$ cat config.mk
export PLATFORM = sky130hd
export DESIGN_NAME = perf_counter_bank
export DESIGN_NICKNAME = d
export VERILOG_FILES = /design/src/rtl/perf_counter_bank.sv
export SDC_FILE = /design/constraint.sdc
export NUM_CORES = 1
export LEC_CHECK = 0
export CORE_MARGIN = 5
export CORE_UTILIZATION = 62
export DETAILED_ROUTE_END_ITERATION = 16
export PLACE_DENSITY = 0.8
export SETUP_SLACK_MARGIN = 0.1
export SYNTH_ARGS = -nofsm -noshare
export SYNTH_HDL_FRONTEND = slang
export SYNTH_SLANG_ARGS = --single-unit
$ cat constraint.sdc
create_clock -name clk_i -period 3.5 [get_ports clk_i]
set_input_delay 0.875 -clock clk_i [delete_from_list [all_inputs] [get_ports clk_i]]
set_output_delay 0.875 -clock clk_i [all_outputs]
set_load 0.02 [all_outputs]
$ cat src/rtl/perf_counter_bank.sv
// Bank of NUM_EV qualified event counters plus a cycle counter, with sticky
// overflow flags, synchronous clear and an atomic shadow snapshot for readout.
module perf_counter_bank #(
  parameter  int NUM_EV = 4,
  parameter  int CNT_W  = 32,
  parameter  int SAT    = 1,
  localparam int SEL_W  = $clog2(NUM_EV + 1)
) (
  input  logic               clk_i,
  input  logic               rst_ni,
  input  logic               en_i,
  input  logic [NUM_EV-1:0]  ev_i,
  input  logic               clr_i,
  input  logic               snap_i,
  input  logic [SEL_W-1:0]   rd_sel_i,
  output logic [CNT_W-1:0]   rd_data_o,
  output logic [NUM_EV:0]    ovf_o,
  output logic               snap_valid_o
);

  localparam int NCH = NUM_EV + 1;

  logic [CNT_W-1:0] cnt_q    [NCH];
  logic [CNT_W-1:0] cnt_d    [NCH];
  logic [CNT_W-1:0] shadow_q [NCH];
  logic [NCH-1:0]   ovf_q, ovf_d;
  logic [NCH-1:0]   inc;
  logic [CNT_W-1:0] rd_data_q, rd_data_d;
  logic             snap_valid_q;

  // The top channel is the cycle counter; it counts whenever the qualifier is high.
  assign inc = {en_i, ev_i & {NUM_EV{en_i}}};

  always_comb begin
    ovf_d = ovf_q;
    for (int i = 0; i < NCH; i++) begin
      cnt_d[i] = cnt_q[i];
      if (clr_i) begin
        cnt_d[i] = '0;
        ovf_d[i] = 1'b0;
      end else if (inc[i]) begin
        if (&cnt_q[i]) begin
          ovf_d[i] = 1'b1;
          cnt_d[i] = (SAT != 0) ? '1 : '0;
        end else begin
          cnt_d[i] = cnt_q[i] + CNT_W'(1);
        end
      end
    end
  end

  always_comb begin
    rd_data_d = '0;
    if (rd_sel_i <= SEL_W'(NUM_EV)) rd_data_d = shadow_q[rd_sel_i];
  end

  // Shadows sample the live values from before this edge, so snap+clr keeps the pre-clear totals.
  always_ff @(posedge clk_i or negedge rst_ni) begin
    if (!rst_ni) begin
      for (int i = 0; i < NCH; i++) begin
        cnt_q[i]    <= '0;
        shadow_q[i] <= '0;
      end
      ovf_q        <= '0;
      rd_data_q    <= '0;
      snap_valid_q <= 1'b0;
    end else begin
      for (int i = 0; i < NCH; i++) begin
        cnt_q[i] <= cnt_d[i];
        if (snap_i) shadow_q[i] <= cnt_q[i];
      end
      ovf_q     <= ovf_d;
      rd_data_q <= rd_data_d;
      if (snap_i) snap_valid_q <= 1'b1;
    end
  end

  assign rd_data_o    = rd_data_q;
  assign ovf_o        = ovf_q;
  assign snap_valid_o = snap_valid_q;

endmodule

==> results of run 1 <==
-- placed cells by master (no fill, tap or decap), drive strengths merged, types with 3 or more instances in the layout --
cell and n:
a211oi 21, a21oi 17, a311oi 7, a31oi 13, a41oi 3, and2 9, and3 31, and3b 5
and4 19, buf 45, clkbuf 61, clkdlybuf4s50 45, dfrtp 358, ha 5, inv 65, mux2 160
mux2i 6, mux4 32, nand2 79, nand3 53, nand4 41, nor2 52, nor3 40, nor4 31
nor4b 3, o21ai 152, or2 4, or3 7, or4 8, xnor2 62, xor2 45
-- layer usage --
layer	global-route usage, %	up-vias	part of all wire, %
met5	0	-	0
met4	7.159	0	2.4
met3	3.893	87	6.4
met2	42.44	447	49
met1	36.21	6027	42
li1	-	5246	-
-- sequential cells by signal, summed over array words and instances, names as in the netlist --
signal        count
cnt_q           160
shadow_q        160
snap_valid_o      1
ovf_o             5
rd_data_o        32
-- power by group through the flow --
stage | clock (mW) | combinational [mW] | sequential, mW
6_report | 3.92 | 0.319 | 4.18
5_1_grt | 4.16 | 0.353 | 4.18
3_3_place_gp | 0 | 0.318 | 4.25
4_1_cts | 3.97 | 0.325 | 4.18
3_5_place_dp | 0 | 0.324 | 4.25
2_1_floorplan | 0 | 0.163 | 4.25
-- cell families (layout without fill, tap and decap cells) --
kind of cell	after synthesis	after routing
and+or+nand+nor	389	389
DFF	358	358
AOI/OAI and AO/OA	225	225
muxes	198	198
buffers and inverters	155	219
xor gates and xnor gates	107	107
adders and majority gates	5	5
-- final cells by class --
| type | count | area, µm² |
|---|---|---|
| clock buffer | 61 | 1169 |
| clock inverter | 4 | 48.80 |
| fill | 1817 | 7908 |
| inverter | 64 | 240.2 |
| multi-input combinational | 924 | 7091 |
| sequential | 358 | 8959 |
| tap | 341 | 426.7 |
| timing repair buffer | 90 | 884.6 |
-- metrics by stage --
| stage | setup slack (ns) | instances | util (%) | hold slack, ns | power, mW |
|---|---|---|---|---|---|
| 2_1_floorplan | 0.6626 | 1437 | - | 0.4460 | 4.413 |
| 3_3_place_gp | 0.05735 | 1777 | 65.86 | 0.4516 | 4.569 |
| 3_5_place_dp | 0.008382 | 1777 | 65.86 | 0.4576 | 4.577 |
| 4_1_cts | 0.4873 | 1842 | 70.41 | 0.2675 | 8.468 |
| 5_1_grt | 0.2528 | 1842 | 70.41 | 0.2887 | 8.685 |
| 6_report | 0.4368 | 1842 | 70.41 | 0.2546 | 8.416 |
-- final timing paths --
path,startpoint,end,cells past startpoint
worst max-delay path,en_i,cnt_q[159]$_DFFE_PN0P_,6
worst min-delay path,rst_ni,shadow_q[0]$_DFFE_PN0P_,1
worst max register to register,cnt_q[20]$_DFFE_PN0P_,cnt_q[16]$_DFFE_PN0P_,6
worst min register to register,snap_valid_o$_DFFE_PN0P_,snap_valid_o$_DFFE_PN0P_,1
max in group asynchronous,rst_ni,rd_data_o[9]$_DFF_PN0_,2
min in group clk_i,snap_valid_o$_DFFE_PN0P_,snap_valid_o$_DFFE_PN0P_,1
-- worst register-to-register path: stages, from the launching register on --
cell      delay [ns]
dfrtp_1         0.48
nand4_1         0.18
or4_1           0.73
nor3_1          0.59
buf_4           0.28
and3b_1         0.19
a211oi_1        0.25
==> impl_metrics.py, run 1 <==
metrics = {
    "logic_synthesis": {
        "syn-cell-area_um2": 16680,
        "ys.flop_type": "dfrtp_1",
        "yosys.area.top_type": "dfrtp_1",
        "synth_top_family_by_area": "multiplexers",
        "synth_nets": 1454,
        "synth.area.mux_share_pct": 15.48,
        "synthCells": 1437,
        "synth.most_common_cell": "dfrtp_1",
        "synth_top_area_share_pct": 53.70,
        "synth_area_leaders": "dfrtp_1 54%, mux2_2 11%, mux4_2 4.3%",
        "synth_edf_count": 0,
        "synth-seq-cells": 358,
        "async_flop_share_pct": 100.0,
        "synth_xor_area_share_pct": 5.617,
        "synth_seq_area_share_pct": 53.70,
        "ys_warn_count": 0,
        "yosysUniqueCellTypes": 58,
        "synthAdderAreaFrac_pct": 0.3750,
        "avgSynthCellArea_um2": 11.61,
        "yosys.area_share.simple_pct": 12.86,
        "synthTopCellsByCount": "358 x dfrtp_1, 160 x mux2_2, 132 x o21ai_0, 78 x nand2_1, 73 x clkbuf_1",
        "synth_compound_area_share_pct": 8.100,
    },
    "grt": {
        "antenna_found_initial": 0,
        "grt_max_degree": 97,
        "grt_pass1_vias": 11909,
        "overflow": 0,
        "grt_use_total_pct": 25.75,
        "grt_pass1_wl_um": 63540,
    },
    "pwr": {
        "power_per_cell_area_nw_per_um2": 447.2,
        "comb_power_share_pct": 3.8,
        "power.internal_mw": 6.610,
        "seq_power_share_pct": 49.6,
        "ir_drop_mv": 0.2673,
        "clkPwrFrac_pct": 46.6,
        "sw_frac_of_total_pct": 21.46,
        "netSwitchingPower_mw": 1.806,
        "leakagePower_nw": 8.242,
    },
    "setup_path": {
        "critical_path_class": "input pin to flip-flop",
        "cp_slowest_cell": "clkdlybuf4s50_1",
        "required_ns": 3.86,
        "worst_setup_path_start_kind": "input pin",
        "reg2reg_slack_ns": 0.71,
        "critPathMaxFanout": 6,
        "crit_buf_inv": 2,
        "arrival_ns": 3.42,
        "worstPathCellList": "clkdlybuf4s50_1, buf_4, nand4_1, or4_1, or3_1, a2111oi_0",
        "endpoint_kind": "flip-flop",
        "critPathMaxStageDelay_ns": 0.66,
        "critPathTopFamily": "simple AND/OR/NAND/NOR gates",
    },
    "floorplan": {
        "initial_utilization_pct": 62.43,
        "dieWidth_um": 174.0,
        "ios": 50,
        "dieHeight_um": 174.0,
        "core_area_um2": 26730,
        "rows": 60,
        "die-area_um2": 30290,
    },
    "clock_tree": {
        "worstSkewPairLatency_ns": 0.52,
        "ctsHoldBuffers": 0,
        "cts-buffers-inserted": 37,
        "htreeDepth": 2,
        "post_cts_buffers": 0,
        "clkTransAtPathRegs_ns": 0.06,
        "clock_path_buffers": 3,
        "cts_tree": "yes",
        "cts_sinks": 358,
        "cts-resized-gates": 0,
        "cts-root-buf": "clkbuf_16",
    },
    "placed_design": {
        "port_buffers": 49,
        "dpl_cell_area_um2": 17600,
        "gp_congestion": 0.8553,
        "hpwlAfterDp_um": 25920,
    },
    "sta": {
        "slew_violations": 0,
        "timing.final.crit_share_pct": 87.52,
        "setup_violations": 0,
        "worst_pin_slew_ns": 0.7424,
        "period_needed_ns": 3.063,
        "finClkSkew_ns": 0.02154,
        "rsz0062_at_grt": "false",
        "clock.fmax_ghz": 0.3265,
        "slew_headroom_pct": 50.24,
        "setup_tns_ns": 0,
        "hold_viol": 0,
    },
    "route": {
        "num_vias": 11807,
        "ant_nets": 0,
        "viasPerCell": 6.410,
        "drt_first_pass_iters": 6,
        "drcViolationCount": 0,
        "wl_per_cell_um": 20.79,
        "postRouteWirelength_um": 38300,
        "drt-initial-drc-count": 1302,
    },
    "min_path": {
        "hp-class": "input pin to asynchronous set/reset pin",
    },
    "run_status": {
        "run_status": "finished, final reports clean",
    },
    "layout": {
        "area_delta_synth_final_pct": 12.79,
        "final_nets": 1492,
        "drive_above_1_share_pct": 21.85,
        "stdcell_area_um2": 18820,
        "diodes": 0,
    },
    "flow_run": {
        "drv_cap": 0,
    },
}
(Power assumes the default switching activity.)
==> run 2, diff against run 1 <==
--- a/config.mk
+++ b/config.mk
@@ -13,3 +13,4 @@
 export SYNTH_ARGS = -nofsm -noshare
 export SYNTH_HDL_FRONTEND = slang
 export SYNTH_SLANG_ARGS = --single-unit
+export TNS_END_PERCENT = 100
==> results of run 2 <==
The final DEF is identical to that of run 1; final timing and power are the same.
